===== src/rtl/arb_pkg.sv =====
// arb_pkg: shared constants and state encoding for the 8-way round-robin arbiter
package arb_pkg;
    localparam int N_REQ = 8;
    localparam int IDX_W = 3;
    localparam int DEF_TIMEOUT_CYC = 16;
    typedef enum logic {IDLE, GRANT} state_e;
endpackage


===== src/rtl/rr_pick8.sv =====
// rr_pick8: combinational round-robin picker, first set req bit scanning up from ptr with 7->0 wrap
module rr_pick8
    import arb_pkg::*;
(
    input  logic [N_REQ-1:0] req,
    input  logic [IDX_W-1:0] ptr,
    output logic [N_REQ-1:0] onehot,
    output logic [IDX_W-1:0] idx,
    output logic             any
);
    logic [IDX_W-1:0] j;
    // Scan from the farthest offset down so the nearest hit to ptr wins.
    always_comb begin
        onehot = '0;
        idx = '0;
        j = '0;
        for (int k = N_REQ - 1; k >= 0; k--) begin
            j = ptr + IDX_W'(k);
            if (req[j]) begin
                onehot = N_REQ'(1) << j;
                idx = j;
            end
        end
    end
    assign any = |req;
endmodule


===== src/rtl/arb_rr_8x3.sv =====
// arb_rr_8x3: 8-requester round-robin arbiter with registered one-hot grant; optional hold timeout under ARB_TIMEOUT_EN
module arb_rr_8x3 #(
    parameter int N_REQ = 8,
    parameter int TIMEOUT_CYC = 16
) (
    input  logic             clk,
    input  logic             rst_n,
    input  logic [N_REQ-1:0] req,
    input  logic             done,
    output logic [N_REQ-1:0] grant,
    output logic [2:0]       grant_idx,
    output logic             grant_valid,
    output logic             timeout
);
    import arb_pkg::*;
    state_e           state_q, state_d;
    logic [IDX_W-1:0] ptr_q, ptr_d, idx_q, idx_d, pick_idx;
    logic [N_REQ-1:0] grant_q, grant_d, pick_onehot;
    logic             pick_any, rel, forced;
    rr_pick8 u_pick (
        .req    (req),
        .ptr    (ptr_q),
        .onehot (pick_onehot),
        .idx    (pick_idx),
        .any    (pick_any)
    );
`ifdef ARB_TIMEOUT_EN
    logic [7:0] cnt_q, cnt_d;
    logic       timeout_q, timeout_d;
    assign forced = cnt_q == 8'(TIMEOUT_CYC - 1);
    // Counter sits at zero in IDLE so it is already cleared on grant entry.
    always_comb begin
        cnt_d = (state_q == GRANT) ? cnt_q + 8'd1 : 8'd0;
        timeout_d = (state_q == GRANT) && forced && !done && req[idx_q];
    end
    always_ff @(posedge clk or negedge rst_n) begin
        if (!rst_n) begin
            cnt_q <= '0;
            timeout_q <= 1'b0;
        end else begin
            cnt_q <= cnt_d;
            timeout_q <= timeout_d;
        end
    end
    assign timeout = timeout_q;
`else
    assign forced = 1'b0;
    assign timeout = 1'b0;
`endif
    assign rel = done || !req[idx_q] || forced;
    always_comb begin
        state_d = state_q;
        ptr_d = ptr_q;
        grant_d = grant_q;
        idx_d = idx_q;
        if (state_q == IDLE && pick_any) begin
            state_d = GRANT;
            grant_d = pick_onehot;
            idx_d = pick_idx;
        end else if (state_q == GRANT && rel) begin
            state_d = IDLE;
            grant_d = '0;
            idx_d = '0;
            ptr_d = idx_q + IDX_W'(1);
        end
    end
    always_ff @(posedge clk or negedge rst_n) begin
        if (!rst_n) begin
            state_q <= IDLE;
            ptr_q <= '0;
            grant_q <= '0;
            idx_q <= '0;
        end else begin
            state_q <= state_d;
            ptr_q <= ptr_d;
            grant_q <= grant_d;
            idx_q <= idx_d;
        end
    end
    assign grant = grant_q;
    assign grant_idx = idx_q;
    assign grant_valid = state_q == GRANT;
endmodule


===== config.mk =====
export PLATFORM = sky130hd
export DESIGN_NAME = arb_rr_8x3
export DESIGN_NICKNAME = d
export VERILOG_FILES = /design/src/rtl/arb_pkg.sv /design/src/rtl/rr_pick8.sv /design/src/rtl/arb_rr_8x3.sv
export SDC_FILE = /design/constraint.sdc
export NUM_CORES = 1
export LEC_CHECK = 0
export CORE_ASPECT_RATIO = 0.6
export CORE_MARGIN = 2
export CORE_UTILIZATION = 45
export CTS_CLUSTER_DIAMETER = 150
export DETAILED_ROUTE_END_ITERATION = 10
export PLACE_DENSITY = 0.63
export RECOVER_POWER = 25
export SYNTH_ARGS = -nofsm -noshare
export SYNTH_HDL_FRONTEND = slang
export SYNTH_SLANG_ARGS = --single-unit

===== constraint.sdc =====
create_clock -name clk -period 7.8 [get_ports clk]
set_input_delay 1.17 -clock clk [delete_from_list [all_inputs] [get_ports clk]]
set_output_delay 1.17 -clock clk [all_outputs]
set_load 0.01 [all_outputs]

# == After elaboration in Yosys (flattened, before gate mapping) ==
# Cells that the tools add are included.
# Widths: inputs -> output; s select.
# word_totals
register_bits,15
input_bits,11
out_inout_bits,13
wordCells,78
# op_classes
n_addsub,8
order_cmp,9
n_shift,8
muxes,40
bitwise,2
n_reduce_logical,7
# ops
op,count
$mux 8,10
$shl 1x3->8 const A,8
$lt 3x4->1 const B,9
$mux 3,10
$bmux 1 s3,9
$add 3x3->3 const B,4
$mux 1,11
$reduce_or 8->1,1
$add 3x1->3 const B,2
$add 3x2->3 const B,2
$logic_and 1x1->1,2
$not 1->1,2
$reduce_and 2->1,1
$reduce_bool 2->1,1
$logic_not 1->1,1
$logic_or 1x1->1,1

# == Logic depth before layout (Yosys ltp) ==
# logic_depth
ltp_word,12
ltp_mapped,11
mapped_depth_nobuf,8

# == By module ==
# From an unflattened synthesis, not the netlist that was laid out.
# unflattened
hier_cells,264
hier_area_um2,2327.2
# modules_own_cells
module,instances,cells_per_inst,area_per_inst_um2,seq_area_each_um2
rr_pick8,1,193,1594.0,0.0
arb_rr_8x3,1,71,733.2,375.4

# == Worst setup path after synthesis ==
# OpenSTA, ideal clock, no wires.
# synth_path
path_kind,input port to flip-flop
startpoint,input port req[4]
endpoint,register idx_q[1] (netlist: grant_idx[1])
setup_ns,0.121
arrival_time_ns,2.965
required_time_ns,7.679
path_slack_ns,4.714
cell_stages,7
n_path_buf,1
cell_sequence,mux4_2 and2_4 buf_6 o2111a_1 or4_4 a211oi_2 o21ai_1
# synth_via
elab_chain_cells,11
word_cells_on_any_way,33
# synth_rtl
element,line,rtl
from (decl),arb_rr_8x3.sv:8,"input logic [N_REQ-1:0] req,"
$bmux 1 s3,rr_pick8.sv:19,if (req[j]) begin
$mux 1 (not written as such),rr_pick8.sv:19,
$mux 3 (8 in series),rr_pick8.sv:19,
$mux 3,arb_rr_8x3.sv:56,if (state_q == IDLE && pick_any) begin
to (signal assigned),arb_rr_8x3.sv:77,idx_q <= idx_d;
to (decl),arb_rr_8x3.sv:17,"logic [IDX_W-1:0] ptr_q, ptr_d, idx_q, idx_d, pick_idx;"
# Several ways; a longest one is shown, not always the timed one. The select of a mux whose other input is x is not followed.
# A chain may end at the register's enable or synchronous reset.

# == Worst setup path in the final report ==
# layout_path
startpoint,input port req[7]
endpoint,register grant_q[2] (netlist: grant[2])
# layout_via
elab_chain_cells,11
word_cells_on_any_way,33
# layout_rtl
element,line,rtl
$bmux 1 s3,rr_pick8.sv:19,
$mux 1 (not written as such),rr_pick8.sv:19,
$mux 8 (8 in series),rr_pick8.sv:19,
$mux 8,arb_rr_8x3.sv:56,
to (signal assigned),arb_rr_8x3.sv:76,grant_q <= grant_d;
to (decl),arb_rr_8x3.sv:18,"logic [N_REQ-1:0] grant_q, grant_d, pick_onehot;"
# Several ways; a longest one is shown, not always the timed one. The select of a mux whose other input is x is not followed.

==> out/results.tsv <==
stage	metric	value	unit
die	row cnt	19	
critical_path	slowest CP cell	mux2i_1	
die	Die W	91.42	um
sta	setup violators final	0	
min_path	min-delay src	grant[0]$_DFFE_PN0P_	
clock_tree	H-Tree Level Count	1	
critical_path	worst-path cell chain	clkdlybuf4s50_1 -> mux4_2 -> mux2i_1 -> nand2_1 -> a221o_1 -> a211oi_1 -> o21ai_1	
critical_path	CP delay by family, top	multiplexers	
logic_synthesis	asr flop ratio synth	100.0	%
logic_synthesis	number of synthesized flops with an enable pin	0	
global_route	grt ovf	0	
global_route	largest net degree at the start of global routing	19	
min_path	path category of the worst min-delay check	flip-flop to flip-flop	
global_route	initial antenna violation count	0	
sta	Rel. slew slack	36.00	%
critical_path	launch point of the worst reg-to-reg path	ptr_q[0]$_DFFE_PN0P_	
critical_path	critical path class	input pin to flip-flop	
logic_synthesis	Synth area leader	dfrtp_1	
route	WL/cell	19.11	um
critical_path	CP Capture Type	flip-flop	
final_layout	final net count	290	
final_layout	non-filler instance count after layout	332	
die	DIE HEIGHT	56.45	um
logic_synthesis	most area-consuming cells after synthesis	dfrtp_1, mux4_2, nand2_1	
clock_tree	CTS Hold Bufs	0	
sta	max frequency	263.6	MHz
logic_synthesis	Post-Synthesis Cells	261	
placement	port bufs	22	
global_route	vias in the first global route	1857	
clock_tree	Clock Tree Buf Depth	2	
sta	Max Slew Vio Count	0	
die	# IOs	24	
critical_path	CP bufs+invs	1	
clock_tree	# clock sinks	15	
route	DRT antenna net count	0	
global_route	Total Routing Usage GR	25.31	%
final_layout	n_diodes	0	
final_layout	FILL cells	421	
critical_path	CP peak stage delay	770	ps
final_layout	Area Overhead vs Synth	12.13	%
die	Die ar.	0.005160	mm2
sta	Final Hold Violating Endpoints	0	
die	Core Box Area	0.004493	mm2
placement	Post-DP HPWL	4.872	mm
logic_synthesis	synthesized cell area	0.002063	mm2
logic_synthesis	Yosys Warn Count	0	
clock_tree	clock-pin slew on the worst setup and hold paths	60	ps
clock_tree	worst skew pair latency	250	ps
logic_synthesis	Yosys reg bits	15	
critical_path	CP startpoint kind	input pin	
sta	min cycle time layout	3793	ps
die	Initial Utilization	45.92	%
clock_tree	post-CTS setup buffer count	0	
clock_tree	post-CTS resize count	0	
sta	worst-margin pin slew	933.3	ps
global_route	first-pass GRT wire length	10.16	mm
run_status	outcome	completed	
clock_tree	Num CTS Buffers	3	
logic_synthesis	Yosys cell types	46	
flow_run	max-cap viol count	0	
logic_synthesis	average size of a mapped cell	7.905	um2
route	routed wire length	6.345	mm
sta	Fin Setup TNS	0	ps
placement	worst slack at placement	3770	ps
route	Starting DRT DRC Count	333	
clock_tree	TritonCTS clock tree	done	
sta	setup ws final	4007	ps
logic_synthesis	Seq/Total Area, Yosys	18.19	%
route	Via density	6.684	
placement	GPL Wtd Cong	0.9303	
clock_tree	CTS root buf	clkbuf_8	
logic_synthesis	area fraction of the dominant cell type after synthesis	18.19	%
route	DRC viols	0	
final_layout	layout cells sized above 1	8.178	%
sta	period utilization	48.63	%
route	router iterations before antenna repair	5	
placement	placed cells	328	
route	Vias	2219	
logic_synthesis	Synth Net Count	281	
logic_synthesis	Top FF cell, synth	dfrtp_1	
sta	RSZ-0062 raised after global routing	false	
critical_path	CP Launch Point	req[7]	
critical_path	Worst EP required	7930	ps
critical_path	arrival time worst endpoint	3930	ps
critical_path	Crit Path Max Fanout	13	
sta	Post-Route Skew	0.8846	ps
## cell families (layout without fill, tap and decap cells)
| logic type | after synthesis | count (layout) | share of synthesized area (%) |
|---|---|---|---|
| AO/OA/AOI/OAI | 86 | 86 | 27.96 |
| XOR/XNOR | 5 | 5 | 2.123 |
| adder cells (fa/ha/maj) | 9 | 9 | 5.458 |
| buffers and inverters | 23 | 31 | 5.457 |
| flip-flops | 15 | 15 | 18.19 |
| multiplexers | 22 | 22 | 17.89 |
| other | 1 | 1 | 0.1818 |
| AND/OR/NAND/NOR | 100 | 100 | 22.74 |
## layer usage
metal | share of wire [%] | global-route usage [%] | vias to the layer above
met5 | 0 | 0 | -
met4 | 1.7 | 4.978 | 0
met3 | 13 | 5.772 | 17
met2 | 39 | 34.03 | 134
met1 | 47 | 40.52 | 1055
li1 | - | - | 1013
## worst paths after layout
| path | endpoint | slack, ps | depth (start not counted) |
|---|---|---|---|
| max in group asynchronous | grant[5]$_DFFE_PN0P_ | 5990 | 1 |
| min in group asynchronous | ptr_q[0]$_DFFE_PN0P_ | 1390 | 1 |
| setup reg to reg | grant_idx[1]$_DFFE_PN0P_ | 4260 | 8 |
| setup / recovery | grant[2]$_DFFE_PN0P_ | 4010 | 7 |
| hold / removal | grant[0]$_DFFE_PN0P_ | 490 | 2 |
| hold reg to reg | grant[0]$_DFFE_PN0P_ | 490 | 2 |
## state kept, by name (all words and copies together) (netlist names)
signal and cells:
grant 8, grant_idx 3, grant_valid 1, ptr_q 3
## cells in the mapped netlist (6+ instances only)
| master | count |
|---|---|
| and2_1 | 8 |
| o21ai_1 | 6 |
| a21oi_1 | 23 |
| o211ai_1 | 7 |
| nand3_1 | 15 |
| mux4_2 | 11 |
| nand2_1 | 41 |
| clkbuf_1 | 10 |
| dfrtp_1 | 15 |
| nor2_1 | 16 |
| a211oi_1 | 15 |
| o21ai_0 | 7 |
| mux2i_1 | 6 |
| ha_1 | 9 |
## cell type report
cell class,count,area [um2],share of cell area [%]
Clock buffer,4,45.04,1.947
Inverter,5,18.77,0.8112
Multi-Input combinational cell,223,1575,68.09
Sequential cell,15,375.4,16.22
Tap cell,63,78.83,3.407
Timing Repair Buffer,22,220.2,9.519
## cell usage in the layout (no fill, tap or decap), types with 2 or more instances in the layout
| cell type | n |
|---|---|
| nand2_1 | 41 |
| a21oi_1 | 23 |
| clkdlybuf4s50_1 | 21 |
| nor2_1 | 16 |
| a211oi_1 | 15 |
| nand3_1 | 15 |
| dfrtp_1 | 15 |
| mux4_2 | 11 |
| ha_1 | 9 |
| and2_1 | 8 |
| o21ai_0 | 7 |
| o211ai_1 | 7 |
| mux2i_1 | 6 |
| o21ai_1 | 6 |
| nor2b_1 | 4 |
| nor3_1 | 4 |
| a31oi_1 | 4 |
| o221ai_1 | 4 |
| a221o_1 | 4 |
| inv_1 | 3 |
| xor2_1 | 3 |
| mux2_2 | 3 |
| a22oi_1 | 3 |
| a32oi_1 | 3 |
| nand4_1 | 3 |
| o22ai_1 | 3 |
| clkbuf_8 | 3 |
| clkinv_1 | 2 |
| nor4_1 | 2 |
| mux2i_2 | 2 |
| xnor2_1 | 2 |
| a21o_1 | 2 |
| nand2b_1 | 2 |
| nand3b_1 | 2 |
## metrics by stage
stage | area, um2 | utilization (%) | hold slack, ps
5_1_grt | 2313 | 51.49 | 554.2
2_1_floorplan | 2063 | - | 521.0
6_report | 2313 | 51.49 | 486.1
3_5_place_dp | 2268 | 50.49 | 481.0
4_1_cts | 2313 | 51.49 | 494.2
3_3_place_gp | 2268 | 50.49 | 473.7
## worst register-to-register path: stages (launching register included)
cell and delay, ps:
dfrtp_1 790, ha_1 580, ha_1 390, clkinv_1 290
mux2_2 430, nor3_1 80, or4_4 530, a211oi_2 250
o21ai_1 80
Power is left out: the tool's default activity adds up to more than one toggle a clock period on the data nets, which glitch-free logic cannot reach.
==> RTL change: new RTL, same settings <==
`N_REQ` is set to 8 in 2 places; all go to 12.
--- a/src/rtl/arb_pkg.sv
+++ b/src/rtl/arb_pkg.sv
@@ -1,6 +1,6 @@
 // arb_pkg: shared constants and state encoding for the 8-way round-robin arbiter
 package arb_pkg;
-    localparam int N_REQ = 8;
+    localparam int N_REQ = 12;
     localparam int IDX_W = 3;
     localparam int DEF_TIMEOUT_CYC = 16;
     typedef enum logic {IDLE, GRANT} state_e;
--- a/src/rtl/arb_rr_8x3.sv
+++ b/src/rtl/arb_rr_8x3.sv
@@ -1,6 +1,6 @@
 // arb_rr_8x3: 8-requester round-robin arbiter with registered one-hot grant; optional hold timeout under ARB_TIMEOUT_EN
 module arb_rr_8x3 #(
-    parameter int N_REQ = 8,
+    parameter int N_REQ = 12,
     parameter int TIMEOUT_CYC = 16
 ) (
     input  logic             clk,
Interface: changed (resized grant and req); port bits go from 24 to 32. No check against the original RTL was run, so the function may have changed too.
==> RTL change against the unedited design <==
Routed wire length is 42% higher; clock skew hardly changed; critical path depth stayed put; worst setup slack worse by 0.28 ns; via count is 22% higher; sequential cell count stayed put; cell area is 26% higher; largest cell class unchanged; non-clock buffer count is 7 higher; die area is 26% higher; area after synthesis is 28% higher.
Power is not shown: default switching activity piles up to over one toggle a cycle in this logic, so the estimate is an artifact.
==> RTL change: results (changes against the unedited design) <==
\begin{tabular}{lr}
\hline
Metric & Value \\
\hline
\multicolumn{2}{l}{\textbf{Finish}} \\
Fraction of area in registers & 0.129 (-0.0333) \\
Number of buffers other than clock buffers in the final layout & 29 (+32\%) \\
Filler Cell Count & 545 (+29\%) \\
Layout multi-input combinational cell count & 257 (+15\%) \\
Fraction of area in clock buffers and inverters & 0.0155 (-0.00399) \\
Proportion of cell area occupied by multi-input gates & 0.715 (+0.0341) \\
Inverters excl. clock & 7 (+2) \\
Fraction of final layout cells sized beyond drive strength 1 & 0.119 (+0.0368) \\
\multicolumn{2}{l}{\textbf{Synth}} \\
Top cells by instance count after synthesis & sky130\_fd\_sc\_hd\_\_nand2\_1, sky130\_fd\_sc\_hd\_\_a21oi\_1, sky130\_fd\_sc\_hd\_\_clkbuf\_1 \\
Synthesized-area fraction occupied by adder cells & 0.0615 (+0.00695) \\
Multiplexer fraction of the synthesized cell area & 0.256 (+0.0771) \\
Synth Area in XOR/XNOR & 0.00994 (-0.0113) \\
Area contributors post-synth & sky130\_fd\_sc\_hd\_\_dfrtp\_1, sky130\_fd\_sc\_hd\_\_mux4\_2, sky130\_fd\_sc\_hd\_\_ha\_1 \\
Share of the synthesized area in compound gates (AO/OA/AOI/OAI) & 0.283 (+0.00297) \\
\multicolumn{2}{l}{\textbf{Worst setup path}} \\
Worst reg2reg path endpoint & grant[1] \\
Library cell contributing the largest single delay on the critical path & sky130\_fd\_sc\_hd\_\_ha\_1 \\
Critical R2R Launch & ptr\_q[1] \\
Longest individual stage delay on the worst path & 0.96 ns (+0.19 ns) \\
Arrival time at the worst endpoint & 4.18 ns (+0.25 ns) \\
Reg2Reg Setup Slack & 3.73 ns (-0.53 ns) \\
Critical-path maximum fanout & 23 (+10) \\
\multicolumn{2}{l}{\textbf{Min path}} \\
Startpoint of the most critical hold path & grant[3] \\
End point of the worst hold path & grant[3] \\
\multicolumn{2}{l}{\textbf{Global routing}} \\
Global Route Usage Sum & 0.285 (+0.0315) \\
Vias in the first global route & 2400 (+29\%) \\
Maximum number of pins on one net before global-route repair & 30 (+11) \\
First-pass GRT wire length & 14200 um (+40\%) \\
\multicolumn{2}{l}{\textbf{Place}} \\
Placer Congestion & 0.993 (+6.8\%) \\
\# port buffers & 26 (+18\%) \\
Detail Placement HPWL & 6620 um (+36\%) \\
\multicolumn{2}{l}{\textbf{Routing}} \\
Overall via count from detail\_route & 2697 (+22\%) \\
Length of routed met2 wiring & 3510 um (+42\%) \\
Routed length on met3 & 1170 um (+47\%) \\
Total wirelength of the detailed-routed design & 8980 um (+42\%) \\
\multicolumn{2}{l}{\textbf{Status}} \\
Status & completed \\
\multicolumn{2}{l}{\textbf{Timing}} \\
Setup Skew & 0.00108 ns (+0.000196 ns) \\
\hline
\end{tabular}
RTL change: cell types whose count changed in the layout (fill, tap and decap cells not counted), moves of 5 or more:
cell                       change
sky130_fd_sc_hd__a211oi_1     -12
sky130_fd_sc_hd__a221oi_1      +5
sky130_fd_sc_hd__mux2_2        +7
sky130_fd_sc_hd__mux2i_1       +9
sky130_fd_sc_hd__nand2_1      -15
sky130_fd_sc_hd__nand3_1       -8
sky130_fd_sc_hd__o31a_1        +5
sky130_fd_sc_hd__o31ai_1       +6
RTL change: worst max path at each step:
stage | end | slack [ns] | cells past startpoint
after CTS | grant[7] | 3.76 | 8
final | grant[1] | 3.73 | 7
after global routing | grant[7] | 3.49 | 8
after global placement | grant[3] | 3.89 | 8
after floorplan | grant_idx[1] | 4.50 | 11
after detailed placement | grant[7] | 3.80 | 8
RTL change: layer usage:
| layer | global-route usage | vias to the layer above |
|---|---|---|
| li1 | - | 1214 |
| met1 | 0.474 | 1269 |
| met2 | 0.360 | 198 |
| met3 | 0.0777 | 16 |
| met4 | 0.0378 | 0 |
| met5 | 0 | - |
RTL change: tightest hold or removal path, delay by kind of cell (launching register included):
family / cells / cell delay, ns
AOI/OAI and AO/OA: 1 / 0.07
and+or+nand+nor: 1 / 0.06
DFF: 1 / 0.35
RTL change: metrics by stage:
stage | cell area (um^2) | std cells | setup WS, ns | hold slack (ns)
after floorplan | 2660 | 314 | 4.50 | 0.517
after global placement | 2870 | 388 | 3.89 | 0.472
after detailed placement | 2870 | 388 | 3.80 | 0.496
after CTS | 2910 | 392 | 3.76 | 0.510
after global routing | 2910 | 392 | 3.49 | 0.549
final | 2910 | 392 | 3.73 | 0.523
